[src/rtl/spi_arb_pkg.sv]
// spi_arb_pkg: shared types and constants for the two-requester SPI arbiter.
//   state_t         arbiter FSM states
//   NUM_REQ, CMD_W  requester count and SPI command/data width
//   idx_to_onehot   requester index -> one-hot grant vector
package spi_arb_pkg;

    localparam int unsigned NUM_REQ = 2;
    localparam int unsigned CMD_W   = 16;

    typedef enum logic [1:0] {
        IDLE    = 2'd0,
        ISSUE   = 2'd1,
        WAIT    = 2'd2,
        RELEASE = 2'd3
    } state_t;

    function automatic logic [NUM_REQ-1:0] idx_to_onehot(input logic idx);
        return idx ? 2'b10 : 2'b01;
    endfunction

endpackage

[src/rtl/spi_arb_if.sv]
// spi_arb_if: bundles the requester-side and SPI-master-side signals of spi_arb.
//   req/cmd0/cmd1        requester requests and command words
//   gnt/done/rdata/err   grant, completion pulse, read word, timeout pulse
//   spi_wrt/spi_cmd      start pulse and command to the SPI master
//   spi_rdy/spi_rdata    SPI master ready and read data
//   modport master: arbiter side; modport slave: environment side.
interface spi_arb_if;
    import spi_arb_pkg::*;

    logic [NUM_REQ-1:0] req;
    logic [CMD_W-1:0]   cmd0;
    logic [CMD_W-1:0]   cmd1;
    logic [NUM_REQ-1:0] gnt;
    logic [NUM_REQ-1:0] done;
    logic [CMD_W-1:0]   rdata;
    logic               err;
    logic               spi_wrt;
    logic [CMD_W-1:0]   spi_cmd;
    logic               spi_rdy;
    logic [CMD_W-1:0]   spi_rdata;

    modport master (
        input  req, cmd0, cmd1, spi_rdy, spi_rdata,
        output gnt, done, rdata, err, spi_wrt, spi_cmd
    );

    modport slave (
        output req, cmd0, cmd1, spi_rdy, spi_rdata,
        input  gnt, done, rdata, err, spi_wrt, spi_cmd
    );

endinterface

[src/rtl/spi_arb_rr_pick.sv]
// rr_pick: combinational 2-way round-robin winner select.
//   req      per-requester request bits
//   last_gnt index of the requester served last
//   win_c    index of the winner (valid when any_c)
//   any_c    at least one request pending
module rr_pick
    import spi_arb_pkg::*;
(
    input  logic [NUM_REQ-1:0] req,
    input  logic               last_gnt,
    output logic               win_c,
    output logic               any_c
);

    // On a tie the requester not served last wins; otherwise the lone requester.
    always_comb begin
        any_c = |req;
        win_c = req[1];
        if (req == 2'b11) begin
            win_c = ~last_gnt;
        end
    end

endmodule

[src/rtl/spi_arb.sv]
// spi_arb: arbitrates two requesters onto a single SPI master.
//   clk, rst_n  system clock, synchronous active-low reset
//   bus         spi_arb_if.master: req/cmd0/cmd1 in, gnt/done/rdata/err out,
//               spi_wrt/spi_cmd to the SPI master, spi_rdy/spi_rdata from it
// Optional macro SPI_ARB_TIMEOUT_EN: aborts a WAIT lasting TO_CYCLES cycles,
// pulsing err with done and leaving rdata unchanged.
module spi_arb
    import spi_arb_pkg::*;
#(
    parameter int unsigned TO_CYCLES = 1024
) (
    input  logic       clk,
    input  logic       rst_n,
    spi_arb_if.master  bus
);

    state_t             state;
    logic [NUM_REQ-1:0] gnt_q;
    logic [NUM_REQ-1:0] done_q;
    logic [CMD_W-1:0]   rdata_q;
    logic               spi_wrt_q;
    logic [CMD_W-1:0]   spi_cmd_q;
    logic               winner_q;
    logic               last_gnt_q;
    logic               win_c;
    logic               any_c;

`ifdef SPI_ARB_TIMEOUT_EN
    localparam int unsigned CNT_W = (TO_CYCLES > 1) ? $clog2(TO_CYCLES) : 1;
    logic [CNT_W-1:0] to_cnt_q;
    logic             err_q;
`endif

    rr_pick u_rr_pick (
        .req      (bus.req),
        .last_gnt (last_gnt_q),
        .win_c    (win_c),
        .any_c    (any_c)
    );

    // Arbiter FSM; winner and spi_cmd are frozen from IDLE exit until RELEASE exit.
    always_ff @(posedge clk) begin
        if (!rst_n) begin
            state      <= IDLE;
            gnt_q      <= '0;
            done_q     <= '0;
            rdata_q    <= '0;
            spi_wrt_q  <= 1'b0;
            spi_cmd_q  <= '0;
            winner_q   <= 1'b0;
            last_gnt_q <= 1'b1;
`ifdef SPI_ARB_TIMEOUT_EN
            to_cnt_q   <= '0;
            err_q      <= 1'b0;
`endif
        end else begin
            done_q    <= '0;
            spi_wrt_q <= 1'b0;
`ifdef SPI_ARB_TIMEOUT_EN
            err_q     <= 1'b0;
`endif
            case (state)
                IDLE: begin
                    gnt_q <= '0;
                    if (any_c) begin
                        winner_q  <= win_c;
                        spi_cmd_q <= win_c ? bus.cmd1 : bus.cmd0;
                        gnt_q     <= idx_to_onehot(win_c);
                        // Registered so the pulse coincides with the ISSUE cycle.
                        spi_wrt_q <= 1'b1;
                        state     <= ISSUE;
                    end
                end
                ISSUE: begin
`ifdef SPI_ARB_TIMEOUT_EN
                    to_cnt_q <= '0;
`endif
                    state <= WAIT;
                end
                WAIT: begin
                    if (bus.spi_rdy) begin
                        rdata_q <= bus.spi_rdata;
                        done_q  <= gnt_q;
                        state   <= RELEASE;
                    end
`ifdef SPI_ARB_TIMEOUT_EN
                    else if (to_cnt_q == CNT_W'(TO_CYCLES - 1)) begin
                        done_q <= gnt_q;
                        err_q  <= 1'b1;
                        state  <= RELEASE;
                    end else begin
                        to_cnt_q <= to_cnt_q + CNT_W'(1);
                    end
`endif
                end
                RELEASE: begin
                    gnt_q      <= '0;
                    last_gnt_q <= winner_q;
                    state      <= IDLE;
                end
                default: begin
                    gnt_q <= '0;
                    state <= IDLE;
                end
            endcase
        end
    end

    assign bus.gnt     = gnt_q;
    assign bus.done    = done_q;
    assign bus.rdata   = rdata_q;
    assign bus.spi_wrt = spi_wrt_q;
    assign bus.spi_cmd = spi_cmd_q;

`ifdef SPI_ARB_TIMEOUT_EN
    assign bus.err = err_q;
`else
    // No timeout: err is constant; TO_CYCLES is kept so both builds share one parameter list.
    assign bus.err = (TO_CYCLES > 0) ? 1'b0 : 1'b0;
`endif

endmodule

[src/flat_wrapper.sv]
// flat-port wrapper written by rule: the top's interface ports become plain ports
module spi_arb_flat import spi_arb_pkg::*;
#(
    parameter int unsigned TO_CYCLES = 1024
)
  (clk, rst_n, bus_req, bus_cmd0, bus_cmd1, bus_spi_rdy, bus_spi_rdata, bus_gnt, bus_done, bus_rdata, bus_err, bus_spi_wrt, bus_spi_cmd);
  spi_arb_if bus_i ();
  input  logic clk;
  input  logic rst_n;
  input wire logic [$bits(bus_i.req)-1:0] bus_req;
  input wire logic [$bits(bus_i.cmd0)-1:0] bus_cmd0;
  input wire logic [$bits(bus_i.cmd1)-1:0] bus_cmd1;
  input wire logic [$bits(bus_i.spi_rdy)-1:0] bus_spi_rdy;
  input wire logic [$bits(bus_i.spi_rdata)-1:0] bus_spi_rdata;
  output wire logic [$bits(bus_i.gnt)-1:0] bus_gnt;
  output wire logic [$bits(bus_i.done)-1:0] bus_done;
  output wire logic [$bits(bus_i.rdata)-1:0] bus_rdata;
  output wire logic [$bits(bus_i.err)-1:0] bus_err;
  output wire logic [$bits(bus_i.spi_wrt)-1:0] bus_spi_wrt;
  output wire logic [$bits(bus_i.spi_cmd)-1:0] bus_spi_cmd;
  assign bus_i.req = bus_req;
  assign bus_i.cmd0 = bus_cmd0;
  assign bus_i.cmd1 = bus_cmd1;
  assign bus_i.spi_rdy = bus_spi_rdy;
  assign bus_i.spi_rdata = bus_spi_rdata;
  assign bus_gnt = bus_i.gnt;
  assign bus_done = bus_i.done;
  assign bus_rdata = bus_i.rdata;
  assign bus_err = bus_i.err;
  assign bus_spi_wrt = bus_i.spi_wrt;
  assign bus_spi_cmd = bus_i.spi_cmd;
  spi_arb #(.TO_CYCLES(TO_CYCLES)) u_core (.clk(clk), .rst_n(rst_n), .bus(bus_i));
endmodule
[config.mk]
export PLATFORM = sky130hd
export DESIGN_NAME = spi_arb_flat
export DESIGN_NICKNAME = d
export VERILOG_FILES = /design/src/rtl/spi_arb_pkg.sv /design/src/rtl/spi_arb_if.sv /design/src/rtl/spi_arb_rr_pick.sv /design/src/rtl/spi_arb.sv /design/src/flat_wrapper.sv
export SDC_FILE = /design/constraint.sdc
export NUM_CORES = 1
export LEC_CHECK = 0
export CAP_MARGIN = 20
export CORE_MARGIN = 4
export CORE_UTILIZATION = 39
export DETAILED_ROUTE_END_ITERATION = 8
export GPL_ROUTABILITY_DRIVEN = 0
export PLACE_DENSITY = 0.77
export SYNTH_ARGS = -nofsm -noshare
export SYNTH_HDL_FRONTEND = slang
export SYNTH_SLANG_ARGS = --single-unit
[constraint.sdc]
create_clock -name clk -period 1.6 [get_ports clk]
set_clock_uncertainty 0.1 [all_clocks]
set_input_delay 0.16 -clock clk [delete_from_list [all_inputs] [get_ports clk]]
set_output_delay 0.16 -clock clk [all_outputs]
set_load 0.03 [all_outputs]
==> impl_results.md <==
- Run status: completed
- Reg-to-reg startpoint: u_core.state[0]
- Slew Limit Fails: 0
- Area Growth Syn to Fin: 64.6%
- Synth Area per Inst: 8.48 um2
- Largest net degree at the start of global routing: 29
- Post-CTS setup buffer count: 0
- Register-to-Register Setup Slack: 100 ps
- Setup Slack @ Placement: -119 ps
- GRT Total Usage: 17.0%
- Final setup margin: 34.7 ps
- Unrepaired setup endpoints after global routing: true
- CP Class: reg -> out
- Max Root-Sink Buffers: 2
- WL/cell: 13.3 um
- Layout cells sized above 1: 6.19%
- Biggest area consumer among synthesized cells: dfxtp_1
- Chip height: 74.0 um
- Die Width: 74.0 um
- Drc violations: 0
- Post-route total power: 3.76 mW
- Critical-path cell list: clkdlybuf4s50_1
- Clk pin slew, worst setup/hold paths: 80 ps
- WHS: 311 ps
- Cell family with most CP delay: buffers and inverters
- Crit-path slowest cell: clkdlybuf4s50_1
- Max VDD drop: 0.812 mV
- Synth Area in Simple Gates: 15.1%
- CP max stage delay: 670 ps
- XOR/XNOR Fraction of Synth Area: 0%
- HPWL after DPL: 3.25 mm
- CTS buffer count: 5
- Post-Synth Adder-Cell Area: 2.95%
- Yosys warning total: 0
- # setup viols final: 0
- Sw frac: 38.9%
- TNS Setup: 0 ps
- Synthesized net count: 257
- WP data required: 1340 ps
- Fin crit period: 1570 ps
- Cell count after synthesis: 200
- Met1 usage: 19.1%
- CTS H-tree lvls: 2
- Register area share after synthesis: 48.4%
- PD cells: 1350 nW/um2
- Post-route design area: 2790 um2
- Core area: 4120 um2
- Synth top area share: 48.4%
- Yosys cell types: 30
- Clock network power share: 17.2%
- I/O Pins: 91
- Critical Path AT: 1310 ps
- Final period utilization: 97.8%
- Vias in the first global route: 1629
- Post-synth top cells: nand2_1, dfxtp_1, a21oi_1
- Top_reg_cell synth: dfxtp_1
- Clk Latency, worst-skew pair: 290 ps
- Maximum clock rate: 0.639 GHz
- Switching power: 1.46 mW
- R2R depth: 5
- Filler cell count: 367
- Global-route wire length before repair: 7.17 mm
- Root buf cell: clkbuf_8
- Compound-Gate Fraction of Synth Area: 27.2%
- Worst R2R End: u_core.state[0]
- Core Rows: 23
- Mapped Area: 1700 um2
- Post-synthesis register bit count: 41
- Fin. Hold Viols: 0
- Total overflow reported by the global router: 0
- Ranking of synthesized cells by area: dfxtp_1, nand2_1, a21oi_1, a21boi_0, o21ai_0
- Routed wire length: 4.52 mm
- Hold endpoint: u_core.bus.spi_cmd[9]
- Post-synthesis mux area share: 1.18%
- Most common cell in the netlist: nand2_1
- Met3 usage: 7.84%
- CTS resizes: 2
- FFs w/ async S/R, synth: 0%
- 1st-iter DRT viols: 87
- CP endpoint kind: primary output
- Max-cap violation count: 0
- Nets: 347
- Worst Hold Launch: bus_cmd0[9]
- Startpoint Class: register
- Clock sink total: 41
- CTS tree: done
- Port-buffer cells: 89
- Met2 GRT Util: 28.9%
- Placed insts: 333
- Least-Margin Pin Slew: 681 ps
- Internal power: 2.30 mW
- Via density: 4.88
- Leakage power: 1.35 nW
- Vias: 1664
- Post-detailed-route count of antenna-violating nets: 0
- Hold_buf cts: 0
- N_diodes: 0
- Fin util: 67.9%
- Largest family of logic cells by synthesized area: compound AO/OA/AOI/OAI gates
- Starting density of the core: 41.2%
- Post-route insts no fill: 341
- Logic pwr share: 46.1%
- Hold crit path type: in -> reg
- Die area: 5470 um2
- Number of synthesized flops with an enable pin: 0
- Global route hottest layer: met2
- Hold Path Stages: 3
- Sequential Power Share: 36.7%
- Slew HR: 54.6%
- Initial antenna violation count: 0
- CP Max Fanout: 2
- Crit path buffers/inverters: 1
- DR pass1 iterations: 4
- Dpl cell area: 2670 um2
[cells in the final DEF, fill, tap and decap left out, drive strengths merged]
cell           instances
a21bo                  1
clkdlybuf4s50         69
nand2b                 1
dlygate4sd2            2
a21boi                17
clkbuf                 6
and3                   2
o21ai                 17
o31a                   1
nor2b                  3
conb                   1
a32oi                  1
dfxtp                 41
and2                   2
inv                    3
o21a                   2
dlymetal6s2s          18
mux2i                  2
a21oi                 33
clkinv                 2
nor3b                  1
nand2                 52
a22oi                  2
buf                    7
nor2                   1
ha                     4
[power groups by stage]
stage / Clock, mW / Sequential (mW) / Combinational, mW
final: 0.646 / 1.38 / 1.73
after floorplan: 0 / 1.78 / 0.691
after global routing: 0.711 / 1.41 / 1.88
after global placement: 0 / 1.40 / 1.75
after detailed placement: 0 / 1.40 / 1.77
after CTS: 0.667 / 1.38 / 1.76
[state kept, by name, summed over array words and instances, names as in the netlist]
name,flops
u_core.bus.rdata,16
u_core.bus.spi_cmd,16
u_core.bus.done,2
u_core.bus.gnt,2
u_core.state,2
u_core.bus.spi_wrt,1
u_core.last_gnt_q,1
u_core.winner_q,1
[layer usage]
metal / share of wire (%) / vias up
met2: 45 / 78
met5: 0 / -
met1: 43 / 732
met4: 0.80 / 0
met3: 11 / 4
li1: - / 850
[logic make-up (layout without fill, tap and decap cells)]
| kind of cell | count (synthesis) | count (layout) |
|---|---|---|
| flip-flops | 41 | 41 |
| multiplexers | 2 | 2 |
| adder cells (fa/ha/maj) | 4 | 4 |
| AO/OA/AOI/OAI | 74 | 74 |
| other | 1 | 1 |
| buffers and inverters | 16 | 107 |
| AND/OR/NAND/NOR | 62 | 62 |
[how the worst max path moves through the flow]
stage                                      from                      to  slack, ps  cells after the start
after global routing            u_core.state[1]         u_core.winner_q        -30                      5
after floorplan                 u_core.state[0]      u_core.bus.done[0]        160                      6
after CTS                     u_core.bus.gnt[1]              bus_gnt[1]        0.5                      1
final                     u_core.bus.spi_cmd[9]          bus_spi_cmd[9]         30                      1
after global placement               bus_req[0]  u_core.bus.spi_cmd[10]        -90                      5
after detailed placement             bus_req[0]   u_core.bus.spi_cmd[3]       -120                      5
[final cells by class]
type,count,area [um2],share of cell area (%)
repair buffers,96,1020,36.6
flip-flops and latches,41,821,29.4
multi-input cells,143,792,28.4
clock buffers,6,72.6,2.60
well taps,50,62.6,2.24
inverters,3,11.3,0.403
clock inverters,2,10.0,0.358
(Power assumes the default switching activity.)
